`src/rtl/seq_detect_arbiter.sv`:
```
// Round-robin arbiter that lends one shared Moore sequence detector to four
// serial requesters, frames each grant, and reports the detection count per frame.
module seq_detect_arbiter (
  input  logic       clk,
  input  logic       reset,
  input  logic [3:0] req,
  input  logic [3:0] bit_in,
  input  logic [3:0] bit_vld,
  input  logic [3:0] last,
  output logic [3:0] grant,
  output logic       det_clr,
  output logic       det_en,
  output logic       det_x,
  input  logic       det_y,
  output logic       done,
  output logic [1:0] done_id,
  output logic [7:0] match_cnt,
  output logic       aborted
);

  typedef enum logic [2:0] {IDLE, CLEAR, STREAM, DRAIN, REPORT} state_t;

  state_t     state;
  logic [1:0] g, rr_ptr, pick;
  logic       pick_vld, en_d, acc_last;
  logic [7:0] cnt, cnt_nxt;

  // Nearest requester above rr_ptr wins; rr_ptr itself has lowest priority.
  always_comb begin
    logic [1:0] cand;
    pick     = rr_ptr;
    pick_vld = 1'b0;
    cand     = rr_ptr;
    for (int i = 4; i >= 1; i--) begin
      cand = rr_ptr + i[1:0];
      if (req[cand]) begin
        pick     = cand;
        pick_vld = 1'b1;
      end
    end
  end

  assign det_clr  = (state == CLEAR);
  assign det_en   = (state == STREAM) & bit_vld[g];
  assign det_x    = (state == STREAM) & bit_in[g];
  assign acc_last = det_en & last[g];

  // en_d qualifies det_y so a level held across idle bit slots counts once.
  assign cnt_nxt = (en_d && det_y && cnt != 8'hff) ? cnt + 8'd1 : cnt;

  always_ff @(posedge clk) begin
    if (reset) begin
      state     <= IDLE;
      grant     <= '0;
      g         <= '0;
      rr_ptr    <= 2'd3;
      en_d      <= 1'b0;
      cnt       <= '0;
      done      <= 1'b0;
      done_id   <= '0;
      match_cnt <= '0;
      aborted   <= 1'b0;
    end else begin
      en_d <= det_en;
      cnt  <= cnt_nxt;
      done <= 1'b0;
      case (state)
        IDLE: if (pick_vld) begin
          g     <= pick;
          grant <= 4'd1 << pick;
          state <= CLEAR;
        end
        CLEAR: begin
          cnt   <= '0;
          state <= STREAM;
        end
        STREAM: begin
          if (acc_last) begin
            state <= DRAIN;
          end else if (!req[g]) begin
            state     <= REPORT;
            done      <= 1'b1;
            done_id   <= g;
            match_cnt <= cnt_nxt;
            aborted   <= 1'b1;
          end
        end
        DRAIN: begin
          state     <= REPORT;
          done      <= 1'b1;
          done_id   <= g;
          match_cnt <= cnt_nxt;
          aborted   <= 1'b0;
        end
        REPORT: begin
          rr_ptr <= g;
          grant  <= '0;
          state  <= IDLE;
        end
        default: state <= IDLE;
      endcase
    end
  end

endmodule

```
`config.mk`:
```
export PLATFORM = sky130hd
export DESIGN_NAME = seq_detect_arbiter
export DESIGN_NICKNAME = d
export VERILOG_FILES = /design/src/rtl/seq_detect_arbiter.sv
export SDC_FILE = /design/constraint.sdc
export NUM_CORES = 1
export LEC_CHECK = 0
export CELL_PAD_IN_SITES_DETAIL_PLACEMENT = 0
export CELL_PAD_IN_SITES_GLOBAL_PLACEMENT = 1
export CORE_MARGIN = 2
export CORE_UTILIZATION = 35
export CTS_BUF_LIST = sky130_fd_sc_hd__clkbuf_4 sky130_fd_sc_hd__clkbuf_8
export DETAILED_ROUTE_END_ITERATION = 10
export PLACE_DENSITY_LB_ADDON = 0.1
export SLEW_MARGIN = 20
export SYNTH_ARGS = -nofsm -noshare
export SYNTH_HDL_FRONTEND = slang
export SYNTH_SLANG_ARGS = --single-unit
```
`constraint.sdc`:
```
create_clock -name clk -period 2.7 [get_ports clk]
set_input_delay 0.405 -clock clk [delete_from_list [all_inputs] [get_ports clk]]
set_output_delay 0.405 -clock clk [all_outputs]
set_load 0.005 [all_outputs]
```
==> reports/metrics.cfg <==
[clocking]
htree_levels = 2
cts_buffers = 5
tritoncts = built
postCtsSetupBuffers = 0
clkLatencyLatePin_ns = 0.28
clockBufferDepth = 2
cts_resized = 0
clkTransAtPathRegs_ns = 0.07
cts_root_buf = clkbuf_8
clock-sinks = 32
ctsHoldBuffers = 0

[place]
hpwlAfterDp_um = 2640
gp_congestion = 0.809
io_buffers = 37

[layout]
fin_util = 0.467
diodes = 0
syn2layout_area_growth_pct = 28.8
fin_nets = 221
drive_gt1_frac = 0.0990
fillerInstances = 417

[logic_synthesis]
syn_area_mm2 = 0.00158
syn_nets = 188
ys_seq_area_frac = 0.406
yosys.area.top_type = dfxtp_1
synthDistinctLibCells = 42
synth-seq-cells = 32
yosysWarnings = 0
yosysTopAreaCellShare = 0.406
netlist_top_cells_area = dfxtp_1, nor2_1, mux2i_1
syn_avg_cell_area_um2 = 9.40
synthCells = 168

[routing]
wl_per_cell_um = 13.6
first_pass_iters = 4
route.detailed.drc = 0
wl_um = 3450
via_per_inst = 5.24
drt_iter0_drc = 50
ant_nets = 0
vias = 1330

[critical_path]
cp-end-kind = primary output
critPathMaxFanout = 7
path_class = flop to primary output
cp-start-kind = flop
cp_data_arrival_time_ns = 2.06
required_ns = 2.30

[floorplan]
die_w_um = 71.2
io_pins = 38
coreArea_mm2 = 0.00435
die_area_mm2 = 0.00506
start_util = 0.363
die_y_um = 71.2
std_cell_rows = 24

[timing]
hold_violations = 0
period_minus_slack_ns = 2.47
rsz0062_at_grt = no
setup_viol = 0
fmax_mhz = 406
final_max_slew_viol_count = 0
slew_headroom = 0.460
tightest_slew_ns = 0.802
finalClockSkew_ns = 0.00510
post-route-period-util = 0.913
fin_tns_setup_ns = 0

[global_routing]
grt_max_degree = 15
first_global_vias = 1350
grt_overflow_total = 0
grt_usage = 0.153
grt_pass1_wl_um = 6060
antenna_found_initial = 0

[power_and_ir_drop]
irDropWorstVdd_uv = 262
cellLeakagePower_uw = 0.000752
power.density_mw_per_mm2 = 622

[status]
status = finished, final reports clean

[run]
maxCapViolations = 0

[worst_hold_path]
hp-class = flop to flop

routing by layer:
metal | global-route usage | vias to the layer above | routed length, um
met4 | 0.0755 | 0 | 48
met3 | 0.0470 | 4 | 180
met2 | 0.273 | 37 | 1830
li1 | - | 669 | -
met1 | 0.162 | 620 | 1390
met5 | 0 | - | 0
report_power, final:
| group | switching (uW) | internal [uW] |
|---|---|---|
| Combinational | 124 | 145 |
| Clock | 171 | 273 |
| Sequential | 45.8 | 507 |
| Total | 340 | 924 |
stage by stage:
stage                     cell area (um^2)  instances  hold slack (ns)  setup WS (ns)  power (uW)
after floorplan                       1580        168            0.453          0.699         753
after CTS                             2030        254            0.470          0.189        1290
final                                 2030        254            0.463          0.234        1260
after detailed placement              1920        246            0.458          0.214         834
after global routing                  2030        254            0.495         0.0874        1350
after global placement                1920        246            0.452          0.262         830
flip-flops by register name, summed over array words and instances, names as in the netlist:
| signal | cells |
|---|---|
| aborted | 1 |
| cnt | 8 |
| done | 1 |
| done_id | 2 |
| en_d | 1 |
| g | 2 |
| grant | 4 |
| match_cnt | 8 |
| rr_ptr | 2 |
| state | 3 |
kinds of logic (layout without fill, tap and decap cells):
kind of cell,count (synthesis),after routing,synth area share
buffers and inverters,16,50,0.0729
and+or+nand+nor,74,74,0.237
AOI/OAI and AO/OA,31,31,0.156
xor gates and xnor gates,3,3,0.0166
DFF,32,32,0.406
muxes,11,11,0.104
adders and majority gates,1,1,0.00792
worst max-delay path: stages (launching register included):
cell	delay (ns)
dfxtp_1	0.52
mux4_2	0.61
and3_1	0.20
clkdlybuf4s50_1	0.44
synthesized netlist by cell type:
cell,count
nand2_1,10
a21oi_2,1
a2111oi_4,1
and3_1,4
buf_2,1
clkbuf_1,5
a21o_4,1
or3_1,1
a221oi_1,2
or2_2,1
nor2b_1,3
ha_1,1
buf_4,1
inv_1,4
xnor2_1,1
buf_6,3
dfxtp_1,32
nand3b_1,5
buf_8,1
o211ai_1,2
nor3b_1,1
nor4bb_1,1
and2_1,1
a211oi_1,2
xor2_1,2
nor3_1,3
nand4_1,1
mux4_2,3
nor4_1,3
a21oi_1,9
a211oi_2,4
mux4_1,1
and4_1,2
a31oi_1,4
mux2i_1,7
o31ai_1,1
nor2_1,26
or4_1,1
o21ai_0,4
buf_12,1
nand3_1,10
nand2b_1,1
cells in the final DEF (no fill, tap or decap), drive strengths merged, types with 2 or more instances in the layout:
| cell | n |
|---|---|
| clkdlybuf4s50 | 37 |
| dfxtp | 32 |
| nor2 | 26 |
| nand3 | 10 |
| nand2 | 10 |
| a21oi | 10 |
| mux2i | 7 |
| a211oi | 6 |
| nand3b | 5 |
| clkbuf | 5 |
| and3 | 4 |
| o21ai | 4 |
| inv | 4 |
| a31oi | 4 |
| mux4 | 4 |
| nor3 | 3 |
| nor4 | 3 |
| nor2b | 3 |
| xor2 | 2 |
| and4 | 2 |
| o211ai | 2 |
| a221oi | 2 |
final timing paths:
| check | slack (ns) | to | start | cells after the start |
|---|---|---|---|---|
| max | 0.23 | det_en | g[0] | 3 |
| min | 0.46 | match_cnt[2] | match_cnt[2] | 2 |
| max reg2reg | 0.48 | match_cnt[1] | g[0] | 5 |
| min reg2reg | 0.46 | match_cnt[2] | match_cnt[2] | 2 |
final cells by class:
class	count	area, um^2	share of cell area
multi-input combinational	120	823	0.405
clock inverter	3	42.5	0.0209
clock buffer	5	68.8	0.0338
sequential	32	641	0.315
inverter	4	15.0	0.00738
tap	52	65.1	0.0320
timing repair buffer	38	378	0.186
No activity file was read; power rests on OpenSTA's default activity.
